[src/rtl/rv_gshare_predictor.sv]
// rv_gshare_predictor: gshare/bimodal saturating-counter branch predictor with init sweep; RV_GSHARE_BYPASS_EN forwards same-cycle updates
module rv_gshare_predictor #(
  parameter int XLEN   = 32,
  parameter int IDX_W  = 6,
  parameter int CNT_W  = 2,
  parameter int GHR_W  = 4,
  parameter bit GSHARE = 1
) (
  input  logic             i_bp_clk,
  input  logic             i_bp_rst,
  input  logic [XLEN-1:0]  i_bp_pc_if,
  output logic             o_bp_pred_taken,
  output logic [IDX_W-1:0] o_bp_pred_idx,
  input  logic             i_bp_upd_valid,
  input  logic [IDX_W-1:0] i_bp_upd_idx,
  input  logic             i_bp_upd_taken,
  output logic             o_bp_ready
);
  localparam int DEPTH = 1 << IDX_W;
  localparam logic [CNT_W-1:0] WNT = {1'b0, {(CNT_W-1){1'b1}}};
  localparam logic [CNT_W-1:0] CMAX = '1;
  typedef enum logic {INIT, RUN} state_t;
  state_t           state;
  logic [IDX_W-1:0] init_ptr;
  logic [GHR_W-1:0] ghr;
  logic [CNT_W-1:0] tbl [DEPTH];
  logic [CNT_W-1:0] upd_cnt, upd_nxt, pred_cnt;
  logic             hit;
  // index, saturating update value and prediction
  always_comb begin
    o_bp_pred_idx = i_bp_pc_if[IDX_W+1:2] ^ (GSHARE ? IDX_W'(ghr) : '0);
    upd_cnt = tbl[i_bp_upd_idx];
    upd_nxt = i_bp_upd_taken ? (upd_cnt == CMAX ? upd_cnt : upd_cnt + CNT_W'(1))
                             : (upd_cnt == '0 ? upd_cnt : upd_cnt - CNT_W'(1));
    hit = i_bp_upd_valid && state == RUN && i_bp_upd_idx == o_bp_pred_idx;
`ifdef RV_GSHARE_BYPASS_EN
    pred_cnt = hit ? upd_nxt : tbl[o_bp_pred_idx];
`else
    pred_cnt = tbl[o_bp_pred_idx];
`endif
    o_bp_pred_taken = o_bp_ready & pred_cnt[CNT_W-1];
  end
  // init sweep, then resolve-time counter and history updates
  always_ff @(posedge i_bp_clk) begin
    if (i_bp_rst) begin
      state      <= INIT;
      init_ptr   <= '0;
      ghr        <= '0;
      o_bp_ready <= 1'b0;
    end else if (state == INIT) begin
      tbl[init_ptr] <= WNT;
      init_ptr      <= init_ptr + IDX_W'(1);
      if (init_ptr == IDX_W'(DEPTH-1)) begin
        state      <= RUN;
        o_bp_ready <= 1'b1;
      end
    end else if (i_bp_upd_valid) begin
      tbl[i_bp_upd_idx] <= upd_nxt;
      ghr               <= GHR_W'({ghr, i_bp_upd_taken});
    end
  end
endmodule

[config.mk]
export PLATFORM = sky130hd
export DESIGN_NAME = rv_gshare_predictor
export DESIGN_NICKNAME = d
export VERILOG_FILES = /design/src/rtl/rv_gshare_predictor.sv
export SDC_FILE = /design/constraint.sdc
export NUM_CORES = 1
export LEC_CHECK = 0
export CORE_ASPECT_RATIO = 2
export CORE_MARGIN = 4
export CORE_UTILIZATION = 59
export CTS_CLUSTER_SIZE = 25
export DETAILED_ROUTE_END_ITERATION = 8
export HOLD_SLACK_MARGIN = 0.02
export PLACE_DENSITY = 0.8
export SLEW_MARGIN = 30
export SYNTH_ARGS = -nofsm -noshare
export SYNTH_HDL_FRONTEND = slang
export SYNTH_SLANG_ARGS = --single-unit
[constraint.sdc]
create_clock -name i_bp_clk -period 13.2 [get_ports i_bp_clk]
set_input_delay 2.64 -clock i_bp_clk [delete_from_list [all_inputs] [get_ports i_bp_clk]]
set_output_delay 2.64 -clock i_bp_clk [all_outputs]
set_load 0.05 [all_outputs]
==> qor.csv, run 1 <==
stage,metric,value,unit
outcome,status,finished clean,
synthesis,cell area after synthesis,0.00663,mm2
setup_path,CP max stage cell,clkdlybuf4s50_1,
job,Max Cap Violations,0,
placed_design,Port-buffer cells,23,
final_layout,ant diodes,0,
final_layout,"commonest non-fill, non-tap cell in the layout",edfxtp_1,
synthesis,number of synthesized register bits,140,
detailed_routing,post-route ant nets,0,
synthesis,xor/xnor share of the synthesized area,0.0117,
setup_path,crit path DAT,5730,ps
detailed_routing,router iterations before antenna repair,5,
sta,final setup fails,0,
clock_tree,Num CTS Buffers,17,
final_layout,area grow syn2layout,13.8,%
clock_tree,hold buffers post-CTS,0,
floorplanning,Rows,54,
sta,Worst Max-Slew Pin Slew,956,ps
clock_tree,CTS Buffer Depth,2,
global_routing,residual overflow from global routing,0,
clock_tree,post-cts gate resize count,0,
synthesis,top post-synthesis cells by area,"edfxtp_1 58%, mux4_2 11%, nor2_1 4.8%, mux2i_1 3.8%, dfxtp_1 3.6%",
setup_path,critical path's largest stage delay,690,ps
setup_path,critical path peak fanout,17,
synthesis,main combinational cell family by area after synthesis,multiplexers,
floorplanning,Initial Util,0.606,
pwr,pwr dens,132,mW/mm2
clock_tree,Post-CTS Setup Bufs,0,
worst_hold_path,Hold/Removal Path Class,register to register,
sta,Final Slew Violations,0,
floorplanning,core area,0.0109,mm2
detailed_routing,final WL,16.1,mm
placed_design,cell total after placement,619,
final_layout,Reg area,0.00408,mm2
synthesis,post-synthesis sequential area ratio,0.616,
synthesis,post-synthesis adder-cell area fraction,0.00510,
final_layout,layout net count,541,
clock_tree,Root Buffer,clkbuf_16,
placed_design,placed wire-length estimate,10.8,mm
detailed_routing,routed vias,4387,
clock_tree,CTS tree,yes,
pwr,maximum vdd drop,146,uV
sta,Final Hold Vio Count,0,
global_routing,largest net degree at the start of global routing,39,
final_layout,area of the multi-input gates,0.00242,mm2
floorplanning,die span in x,83.0,um
pwr,Static Leak,0.00268,uW
synthesis,Yosys top cell by area,edfxtp_1,
detailed_routing,DR iter-0 viols,499,
synthesis,post-synthesis compound-gate area fraction,0.0577,
synthesis,share of the synthesized area in the top cell type,0.580,
clock_tree,clk_lat worst skew,420,ps
global_routing,GRT Overall Usage,0.258,
final_layout,FILL cells,744,
setup_path,CP Launch Type,primary input,
floorplanning,IO Pins,50,
global_routing,initial antenna violation count,0,
clock_tree,CTS H-tree depth,4,
clock_tree,"CTS clk-pin slew, worst paths",60,ps
sta,clk_skew,7.98,ps
synthesis,Syn Area/Cell,14.0,um2
synthesis,post-synthesis cell count,475,
final_layout,ratio of cells with drive above 1 in the final layout,0.159,
synthesis,"EDFF count, synth",128,
detailed_routing,DRC,0,
final_layout,Layout Cells excl Fill,651,
setup_path,Crit Path Class,primary input to output pin,
setup_path,CP most frequent cell,clkdlybuf4s50_1,
setup_path,Worst Setup End Kind,output pin,
sta,Tcrit/Tclk final,0.634,
setup_path,"Cell Chain, Critical Path","clkdlybuf4s50_1, xor2_2, buf_4, mux4_2, a22oi_1, nand2_1, a21oi_1, o21ai_1, and2_1, clkdlybuf4s50_1",
sta,setup_tns,0,ps
sta,unrepaired setup endpoints after global routing,no,
synthesis,Post-synth ARST share,0,
floorplanning,Die Ht,158,um
detailed_routing,routed len/inst,24.7,um
sta,Rel. slew slack,0.363,
placed_design,GPL Wtd Cong,0.947,
sta,Tmin final,8370,ps
global_routing,vias in the first global route,4568,
global_routing,first-pass GRT wire length,25.1,mm
synthesis,Ys Warns,0,
sta,achievable clock frequency,119,MHz
synthesis,post-synth net total,518,
detailed_routing,Vias/cell,6.74,
synthesis,"Distinct cells, synth",56,
floorplanning,area of the die,0.0131,mm2
clock_tree,Sink Count,140,
setup_path,R2R setup slack,9510,ps
synthesis,mux contribution to synthesized area,0.178,
pwr,"Power, Total",994,uW
setup_path,WP data required,10560,ps
synthesis,prevailing post-synth register cell,edfxtp_1,
final_layout,most frequent cells in the layout,"128 x edfxtp_1, 84 x nor2_1, 40 x nand2_1",
synthesis,Synth Area in Simple Gates,0.111,
==> layer usage <==
| metal | wire length, um | GRT usage | part of all wire | vias up |
|---|---|---|---|---|
| met2 | 8480 | 0.438 | 0.53 | 257 |
| met1 | 5390 | 0.290 | 0.33 | 2178 |
| met4 | 1120 | 0.186 | 0.069 | 0 |
| li1 | - | - | - | 1881 |
| met5 | 0 | 0 | 0 | - |
| met3 | 1130 | 0.0510 | 0.070 | 71 |
==> cells by family (layout without fill, tap and decap cells) <==
kind of cell / Yosys count / count (layout)
and+or+nand+nor: 168 / 168
adders and majority gates: 3 / 3
DFF: 140 / 140
buffers and inverters: 29 / 65
xor gates and xnor gates: 8 / 8
AOI/OAI and AO/OA: 58 / 58
muxes: 69 / 69
==> state kept, by name (all words and copies together) (netlist names) <==
| name | count |
|---|---|
| tbl | 128 |
| init_ptr | 6 |
| ghr | 4 |
| o_bp_ready | 1 |
| state | 1 |
==> worst paths after layout <==
check	startpoint	endpoint	cells past startpoint
min reg2reg	ghr[2]	ghr[3]	2
max reg2reg	tbl[34][0]	tbl[47][0]	8
min	ghr[2]	ghr[3]	2
max	i_bp_pc_if[2]	o_bp_pred_taken	10
==> metrics by stage <==
step / setup slack (ps) / hold WS [ps] / utilization / area [um2]
2_1_floorplan: 5600 / 449 / - / 6630
3_3_place_gp: 4880 / 469 / 0.635 / 6950
3_5_place_dp: 4810 / 484 / 0.637 / 6980
4_1_cts: 4820 / 492 / 0.689 / 7540
5_1_grt: 4700 / 506 / 0.689 / 7540
6_report: 4830 / 491 / 0.689 / 7540
==> Yosys cell counts, types with 5 or more instances <==
master    instances
a22oi_1          11
dfxtp_1          12
nand3_1          13
nand3b_1          5
o21ai_0           7
mux4_2           33
clkbuf_1         11
a21oi_1          13
nor2_1           85
mux2i_1          25
nand2_1          40
buf_2             7
nor2b_1           7
o21ai_1           5
edfxtp_1        128
==> worst max-delay path: cells and delay by family <==
| kind | cells | cell delay [ps] |
|---|---|---|
| buffers and inverters | 3 | 1570 |
| xor gates and xnor gates | 1 | 130 |
| muxes | 1 | 580 |
| AOI/OAI and AO/OA | 3 | 520 |
| and+or+nand+nor | 2 | 280 |
==> cell type report <==
class | instances | area share
Clock inverter | 14 | 0.0181
Timing Repair Buffer | 28 | 0.0368
Multi-Input combinational cell | 306 | 0.321
Tap cell | 140 | 0.0232
Clock buffer | 18 | 0.0569
Inverter | 5 | 0.00249
Sequential cell | 140 | 0.541
==> power by group <==
part           switching, uW  internal, uW  total (uW)  leakage [uW]
registers               1.82           478         480       0.00150
logic                   36.1          23.2        59.3      0.000914
clock network            191           263         454      0.000264
total                    229           764         994       0.00268
Note: power is estimated with default switching activity, not from simulation.
==> run 2, diff against run 1 <==
Settings changed: CORE_UTILIZATION 59 to 53, PLACE_DENSITY 0.8 to 0.76.
Clock period 13.2 ns to 6.93 ns, I/O delays scaled along.
==> run 2 against run 1 <==
Via count decreased by 2.3%. Total power increased by 98%. Global-route usage decreased by 1.7 points. Routed wire length increased by 1.9%. Non-clock buffer count increased by 1. Sequential share of layout area decreased by 0.27 points. Register-to-register slack got worse by 5600 ps. Die area increased by 10%.
==> qor.csv, run 2 (synthesis gave the netlist of run 1 again) <==
stage,metric,value,unit,change
pwr,maximum vdd drop,229,uV,+57%
final_layout,layout net count,542,,+0.18%
clock_tree,hold buffers post-CTS,0,,unchanged
floorplanning,area of the die,0.0145,mm2,+10%
detailed_routing,DR iter-0 viols,429,,-14%
floorplanning,core area,0.0122,mm2,+11%
global_routing,GRT Overall Usage,0.241,,-0.0172
worst_hold_path,hold path cells,2,,unchanged
setup_path,WP data required,5540,ps,-5020 ps
pwr,Static Leak,0.00270,uW,+1.1%
setup_path,CP Launch Type,primary input,,
outcome,status,finished clean,,
detailed_routing,final WL,16.4,mm,+1.9%
sta,Worst Max-Slew Pin Slew,1010,ps,+52.8 ps
detailed_routing,DRC,0,,unchanged
final_layout,ratio of cells with drive above 1 in the final layout,0.164,,+0.00555
detailed_routing,router iterations before antenna repair,5,,unchanged
job,Max Cap Violations,0,,unchanged
floorplanning,Initial Util,0.544,,-0.0621
placed_design,GPL Wtd Cong,0.910,,-3.8%
pwr,pwr dens,259,mW/mm2,+97%
final_layout,FILL cells,880,,+18%
sta,setup_tns,0,ps,unchanged
clock_tree,CTS H-tree depth,4,,unchanged
clock_tree,"CTS clk-pin slew, worst paths",60,ps,about the same
final_layout,area of the multi-input gates,0.00242,mm2,unchanged
final_layout,final non-filler cell area,0.00758,mm2,+0.50%
final_layout,Util after Layout,0.622,,-0.0675
setup_path,critical path peak fanout,17,,unchanged
sta,unrepaired setup endpoints after global routing,no,,
final_layout,"commonest non-fill, non-tap cell in the layout",edfxtp_1,,
detailed_routing,post-route ant nets,0,,unchanged
clock_tree,CTS Buffer Depth,2,,unchanged
placed_design,placed wire-length estimate,11.1,mm,+3.0%
global_routing,largest net degree at the start of global routing,42,,+7.7%
clock_tree,Post-CTS Setup Bufs,0,,unchanged
clock_tree,clk_lat worst skew,420,ps,about the same
sta,worst setup margin,1190,ps,-3640 ps
final_layout,ant diodes,0,,unchanged
global_routing,vias in the first global route,4474,,-2.1%
global_routing,first-pass GRT wire length,25.2,mm,+0.44%
clock_tree,post-cts gate resize count,0,,unchanged
final_layout,Reg area,0.00408,mm2,unchanged
setup_path,Worst Setup End Kind,output pin,,
placed_design,placed instance area,0.00697,mm2,-0.13%
sta,final setup fails,0,,unchanged
global_routing,residual overflow from global routing,0,,unchanged
clock_tree,Root Buffer,clkbuf_16,,
clock_tree,Num CTS Buffers,17,,unchanged
setup_path,Crit Path Class,primary input to output pin,,
clock_tree,Sink Count,140,,unchanged
final_layout,max FFs per register,128,,unchanged
final_layout,Reg with most FFs,tbl,,
floorplanning,Die Ht,166,um,+5.2%
sta,achievable clock frequency,174,MHz,
sta,Final Hold Vio Count,0,,unchanged
final_layout,largest registers,"tbl (128), init_ptr (6), ghr (4)",,
clock_tree,CTS tree,yes,,
global_routing,initial antenna violation count,0,,unchanged
detailed_routing,Vias/cell,6.51,,-3.4%
sta,Final Slew Violations,0,,unchanged
floorplanning,die span in x,87.1,um,+5.0%
placed_design,pre-CTS setup slack,1150,ps,-3660 ps
floorplanning,Rows,57,,+5.6%
placed_design,Port-buffer cells,23,,unchanged
setup_path,crit path DAT,4350,ps,-1380 ps
detailed_routing,routed len/inst,24.9,um,+0.70%
floorplanning,IO Pins,50,,unchanged
detailed_routing,routed vias,4288,,-2.3%
final_layout,most frequent cells in the layout,"128 x edfxtp_1, 84 x nor2_1, 40 x nand2_1",,
sta,Rel. slew slack,0.328,,-0.0352
sta,Tmin final,5740,ps,
sta,clk_skew,8.98,ps,+0.996 ps
setup_path,R2R cell count,8,,unchanged
final_layout,area grow syn2layout,14.3,%,
sta,Tcrit/Tclk final,0.828,,
worst_hold_path,Hold/Removal Path Class,register to register,,
[run 2: per-layer routing]
layer / GRT usage / up-vias / share of wire
met2: 0.415 / 189 / 0.55
met1: 0.250 / 2137 / 0.32
met5: 0 / - / 0
met4: 0.157 / 0 / 0.070
li1: - / 1884 / -
met3: 0.0611 / 78 / 0.056
[run 2: metrics by stage]
step,hold WS [ps],power (uW),instances
after floorplan,449,1010,475
after global placement,471,1040,627
after detailed placement,502,1040,627
after CTS,511,1970,659
after global routing,528,2020,659
final,496,1960,659
[run 2: path summary, 6_finish.rpt]
check                                  endpoint           from  slack (ps)
worst min register to register           ghr[3]         ghr[3]         500
worst max-delay path            o_bp_pred_taken  i_bp_pc_if[2]        1190
worst max register to register       tbl[18][0]     tbl[47][0]        3960
worst min-delay path                     ghr[3]         ghr[3]         500
[run 2: report_power, final]
part | leakage, uW | internal (uW) | switching (uW)
sequential | 0.00150 | 911 | 3.67
clock | 0.000293 | 571 | 364
combinational | 0.000913 | 44.0 | 69.6
[run 2: area by class of cell]
cell class,count,share of cell area
clock buffers,17,0.0561
clock inverters,15,0.0243
inverters,5,0.00248
multi-input cells,306,0.319
flip-flops and latches,140,0.539
well taps,147,0.0243
repair buffers,29,0.0347
[run 2: critical path, stage by stage]
cell and delay (ps):
clkdlybuf4s50_1 500, xor2_2 140, buf_4 350, mux4_2 610, a22oi_1 210, a21boi_1 90
o21ai_1 130, o21ai_1 70, and2_1 150, clkdlybuf4s50_1 690
==> run 3, diff against run 2 <==
Clock period 6.93 ns to 4.9 ns, I/O delays scaled along.
==> run 3 against run 2 <==
Die area unchanged. Critical path depth unchanged. Register-to-register slack got worse by 2100 ps. Worst setup slack got worse by 640 ps. Final cell count rose by 0.76%. Critical path type unchanged. Highest routed layer unchanged.
==> qor.csv, run 3 (synthesis gave the netlist of run 1 again) <==
stage,metric,value,unit,change
setup_path,critical path peak fanout,17,,unchanged
clock_tree,Num CTS Buffers,17,,unchanged
detailed_routing,post-route ant nets,0,,unchanged
final_layout,Util after Layout,0.633,,+0.0118
final_layout,ant diodes,0,,unchanged
final_layout,Reg with most FFs,tbl,,
outcome,status,finished clean,,
final_layout,"commonest non-fill, non-tap cell in the layout",edfxtp_1,,
final_layout,Layout Cells excl Fill,664,,+0.76%
sta,Tmin final,4350,ps,
worst_hold_path,hold wc startpoint,ghr[2],,
global_routing,first-pass GRT wire length,25.6,mm,+1.5%
floorplanning,core area,0.0122,mm2,unchanged
worst_hold_path,hold path cells,2,,unchanged
sta,Final Hold Vio Count,0,,unchanged
worst_hold_path,Hold/Removal Path Class,register to register,,
floorplanning,IO Pins,50,,unchanged
global_routing,largest net degree at the start of global routing,57,,+36%
setup_path,R2R cell count,8,,unchanged
clock_tree,hold buffers post-CTS,0,,unchanged
placed_design,placed wire-length estimate,11.2,mm,+0.68%
worst_hold_path,Hold EP,ghr[3],,
sta,Rel. slew slack,0.392,,+0.0639
setup_path,CP max stage cell,mux4_2,,
global_routing,GRT Overall Usage,0.243,,+0.00189
setup_path,RR Startpoint,tbl[34][0],,
final_layout,area grow syn2layout,16.5,%,
sta,unrepaired setup endpoints after global routing,no,,
clock_tree,CTS tree,yes,,
final_layout,ratio of cells with drive above 1 in the final layout,0.174,,+0.0100
global_routing,residual overflow from global routing,0,,unchanged
floorplanning,Rows,57,,unchanged
sta,Final Slew Violations,0,,unchanged
job,Max Cap Violations,0,,unchanged
clock_tree,Root Buffer,clkbuf_16,,
clock_tree,clk_lat worst skew,410,ps,about the same
placed_design,GPL Wtd Cong,0.951,,+4.4%
setup_path,Worst Setup End Kind,output pin,,
global_routing,vias in the first global route,4575,,+2.3%
floorplanning,die span in x,87.1,um,unchanged
clock_tree,Post-CTS Setup Bufs,0,,unchanged
setup_path,crit path DAT,3370,ps,-980 ps
detailed_routing,routed vias,4347,,+1.4%
sta,final setup fails,0,,unchanged
clock_tree,"CTS clk-pin slew, worst paths",60,ps,about the same
setup_path,CP most frequent cell,o21ai_1,,
setup_path,Crit Path Class,primary input to output pin,,
clock_tree,CTS Buffer Depth,2,,unchanged
sta,setup_tns,0,ps,unchanged
setup_path,WP data required,3920,ps,-1620 ps
final_layout,max FFs per register,128,,unchanged
detailed_routing,DRC,0,,unchanged
clock_tree,post-cts gate resize count,0,,unchanged
pwr,pwr dens,374,mW/mm2,+44%
setup_path,"Cell Chain, Critical Path","clkdlybuf4s50_1, xor2_2, buf_12, mux4_2, a22oi_1, a21oi_1, o21ai_1, o21ai_1, and2_1, buf_4",,
floorplanning,Die Ht,166,um,unchanged
setup_path,CP Launch Type,primary input,,
placed_design,cell total after placement,632,,+0.80%
detailed_routing,final WL,16.6,mm,+1.1%
final_layout,layout net count,547,,+0.92%
final_layout,largest registers,"tbl (128), init_ptr (6), ghr (4)",,
floorplanning,area of the die,0.0145,mm2,unchanged
sta,achievable clock frequency,230,MHz,
placed_design,Port-buffer cells,23,,unchanged
setup_path,"delay-heaviest family, CP",buffers and inverters,,
floorplanning,Initial Util,0.544,,unchanged
setup_path,FF-to-FF End,tbl[37][0],,
detailed_routing,DR iter-0 viols,522,,+22%
final_layout,FILL cells,857,,-2.6%
clock_tree,Sink Count,140,,unchanged
setup_path,R2R setup slack,1830,ps,-2130 ps
setup_path,worst path buffer plus inverter count,3,,unchanged
pwr,maximum vdd drop,357,uV,+56%
setup_path,critical path's largest stage delay,580,ps,-110 ps
final_layout,most frequent cells in the layout,"128 x edfxtp_1, 84 x nor2_1, 40 x nand2_1",,
clock_tree,CTS H-tree depth,4,,unchanged
detailed_routing,router iterations before antenna repair,5,,unchanged
sta,Worst Max-Slew Pin Slew,912,ps,-95.9 ps
sta,Tcrit/Tclk final,0.887,,
sta,Hold WS,497,ps,+0.406 ps
global_routing,initial antenna violation count,0,,unchanged
pwr,Static Leak,0.00277,uW,+2.6%
detailed_routing,routed len/inst,25.0,um,+0.30%
sta,clk_skew,6.24,ps,-2.74 ps
detailed_routing,Vias/cell,6.55,,+0.61%
-- run 3: cell types whose count changed in the layout (fill, tap and decap cells not counted), sizes merged --
cell,delta
clkinv,-2
clkbuf,+1
bufinv,+2
inv,-1
buf,+6
clkdlybuf4s50,-1
-- run 3: layout make-up --
class / count / area, um2 / area share
clock buffer: 18 / 429 / 0.0556
clock inverter: 14 / 231 / 0.0300
inverter: 5 / 18.8 / 0.00243
multi-input combinational: 306 / 2420 / 0.313
sequential: 140 / 4080 / 0.529
tap: 147 / 184 / 0.0238
timing repair buffer: 34 / 355 / 0.0460
-- run 3: worst max path at each step --
stage	startpoint	to	slack (ps)	cells after the start
global placement	i_bp_upd_idx[1]	tbl[52][1]	510	8
floorplan	i_bp_upd_idx[1]	tbl[0][1]	350	9
CTS	i_bp_pc_if[2]	o_bp_pred_taken	590	10
global route	i_bp_pc_if[2]	o_bp_pred_taken	430	10
finish	i_bp_pc_if[2]	o_bp_pred_taken	550	10
detailed placement	i_bp_upd_idx[1]	tbl[36][0]	500	9
-- run 3: power by group --
| part | leakage, uW | internal [uW] | total (uW) | switching (uW) |
|---|---|---|---|---|
| Combinational | 0.000962 | 67.4 | 167 | 100 |
| Sequential | 0.00150 | 1290 | 1290 | 5.82 |
| Clock | 0.000316 | 917 | 1430 | 512 |
-- run 3: metal layers --
metal	up-vias	routed length (um)	GRT usage
met5	-	0	0
met4	0	974	0.148
met3	74	1180	0.0566
met2	255	9080	0.422
met1	2136	5370	0.257
li1	1882	-	-
-- run 3: tightest hold or removal path: cells and delay by family (launching register included) --
kind               cells  cell delay (ps)
and+or+nand+nor        1               70
AOI/OAI and AO/OA      1               50
DFF                    1              330
-- run 3: per-stage QoR --
| stage | cell area, um2 | setup slack (ps) | power (uW) |
|---|---|---|---|
| global placement | 7040 | 510 | 1480 |
| CTS | 7720 | 593 | 2900 |
| detailed placement | 7060 | 504 | 1480 |
| global route | 7720 | 427 | 2970 |
| finish | 7720 | 552 | 2890 |
| floorplan | 6630 | 346 | 1420 |
==> RTL change, RTL diff (settings of run 3) <==
`IDX_W`: 6 -> 7.
--- a/src/rtl/rv_gshare_predictor.sv
+++ b/src/rtl/rv_gshare_predictor.sv
@@ -2,5 +2,5 @@
 module rv_gshare_predictor #(
   parameter int XLEN   = 32,
-  parameter int IDX_W  = 6,
+  parameter int IDX_W  = 7,
   parameter int CNT_W  = 2,
   parameter int GHR_W  = 4,
Interface: changed (resized i_bp_upd_idx and o_bp_pred_idx); port bits go from 50 to 52. No check against the original RTL was run, so the function may have changed too.
==> RTL change against run 3 <==
  * Area after synthesis grew 86%
  * Core utilization is 2.4 points lower
  * Die area is 79% higher
  * Wire length rose by 78%
  * Sequential share of layout area rose by 4.3 points
  * Total power grew 57%
  * Final area grew 80%
  * Setup slack worse by 0.39 ns
  * Critical path depth is 1 lower
  * Sequential cell count rose by 129
==> RTL change: results (changes against run 3) <==
[cts]
clock_path_buffers = 3  ; +1
clkLatencyLatePin_ns = 0.53  ; +0.12 ns
cts_buffers = 22  ; +5
path_clk_slew_ns = 0.08  ; +0.02 ns

[detailed_routing]
wl_met1_um = 9900  ; +85%
viasPerCell = 6.55  ; about the same
wl_per_cell_um = 26.2  ; +5.0%
met2_length_um = 16000  ; +76%
wl_met3_um = 2090  ; +77%
first_iter_violations = 838  ; +61%

[min_path]
hp-start = o_bp_ready$_SDFFE_PP0P_

[layout]
n_all_buffers = 62  ; +82%
reg.largest.list = tbl x256, init_ptr x7, ghr x4
area_share_nonclk_buffers = 0.0476  ; +0.00159
nClkBuffers = 24  ; +6
drive_above_1_share = 0.211  ; +0.0368
clk_share = 0.0513  ; -0.0342
non_clock_inverter_count = 4  ; -1
seq_area_um2 = 7950  ; +95%
nFillCells = 1650  ; +93%
multi_input_cells = 470  ; +54%
nNetsFinal = 873  ; +60%

[placed_design]
hpwl_um = 19500  ; +74%
dp_slack_ns = 0.126  ; -0.377 ns
finalWeightedCongestion = 0.892  ; -6.2%
port_buffers = 26  ; +13%

[timing]
worst_pin_slew_ns = 0.715  ; -0.198 ns
fin_skew_ns = 0.0246  ; +0.0184 ns

[pwr]
ir_worst_vdd_mv = 0.375  ; +5.1%
leakage_uw = 0.00486  ; +75%

[setup_path]
crit_arrival_ns = 3.76  ; +0.39 ns
cp_max_fo = 13  ; -4
rr_startpoint = state$_SDFF_PP0_

[global_routing]
grt_max_degree = 81  ; +42%
grt_pass1_wl_um = 44500  ; +74%
grt_pass1_vias = 7609  ; +66%
grt_util_all_layers = 0.233  ; -0.00992
globalRouteMet2Util = 0.421  ; about the same
antenna_found_initial = 1  ; +1
met1_usage = 0.272  ; +0.0152
grtUsageMet3 = 0.0268  ; -0.0298

[yosys]
ys_ff_latch = 269  ; +92%
ys_seq_area_frac = 0.643  ; +0.0271
synth-edff-count = 256  ; +100%
synth_commonest_cells = 256 x edfxtp_1, 146 x nor2_1, 87 x mux4_2
yosys-top-cells-area = edfxtp_1 62%, mux4_2 16%, nor2_1 4.4%, dfxtp_1 2.1%, mux2i_1 1.9%
synth.distinct_cells = 45  ; -20%
synth_nets = 832  ; +61%

[outcome]
outcome = completed

-- RTL change: changes by cell type after synthesis, moves of 7 or more --
cell,delta
edfxtp_1,+128
nor2_1,+61
mux4_2,+54
nand3_1,+15
nand2_1,+14
nor2b_1,+9
clkbuf_1,+8
buf_2,+7
nand4_1,+7
o21ai_0,+7
-- RTL change: per-stage QoR --
stage               instance area (um2)  std cells  hold slack (ns)
floorplan                         12400        788            0.462
global placement                  13200       1085            0.472
detailed placement                13200       1085            0.493
CTS                               13900       1124            0.509
global route                      13900       1124            0.534
finish                            13900       1124            0.509
-- RTL change: path summary, 6_finish.rpt --
| check | endpoint | slack [ns] | depth (start not counted) |
|---|---|---|---|
| min reg2reg | o_bp_ready$_SDFFE_PP0P_ | 0.51 | 2 |
| min | o_bp_ready$_SDFFE_PP0P_ | 0.51 | 2 |
| max reg2reg | tbl[4][0]$_DFFE_PP_ | 1.78 | 7 |
| max | o_bp_pred_taken | 0.16 | 9 |
-- RTL change: kinds of logic after synthesis --
| kind of cell | Yosys count | synth area share |
|---|---|---|
| AO/OA/AOI/OAI | 58 | 0.0305 |
| XOR/XNOR | 9 | 0.00759 |
| adder cells (fa/ha/maj) | 1 | 0.00101 |
| buffers and inverters | 49 | 0.0206 |
| flip-flops | 269 | 0.643 |
| multiplexers | 129 | 0.202 |
| AND/OR/NAND/NOR | 273 | 0.0957 |
-- RTL change: critical path, stage by stage --
cell	delay [ns]
clkdlybuf4s50_1	0.55
xor2_4	0.25
buf_12	0.21
mux4_2	0.25
mux2i_1	0.13
mux4_2	0.53
mux4_2	0.46
nor2_1	0.19
buf_12	0.17
-- RTL change: power by group --
part,internal [uW],switching (uW)
clock network,963,802
logic,117,168
registers,2480,3.58
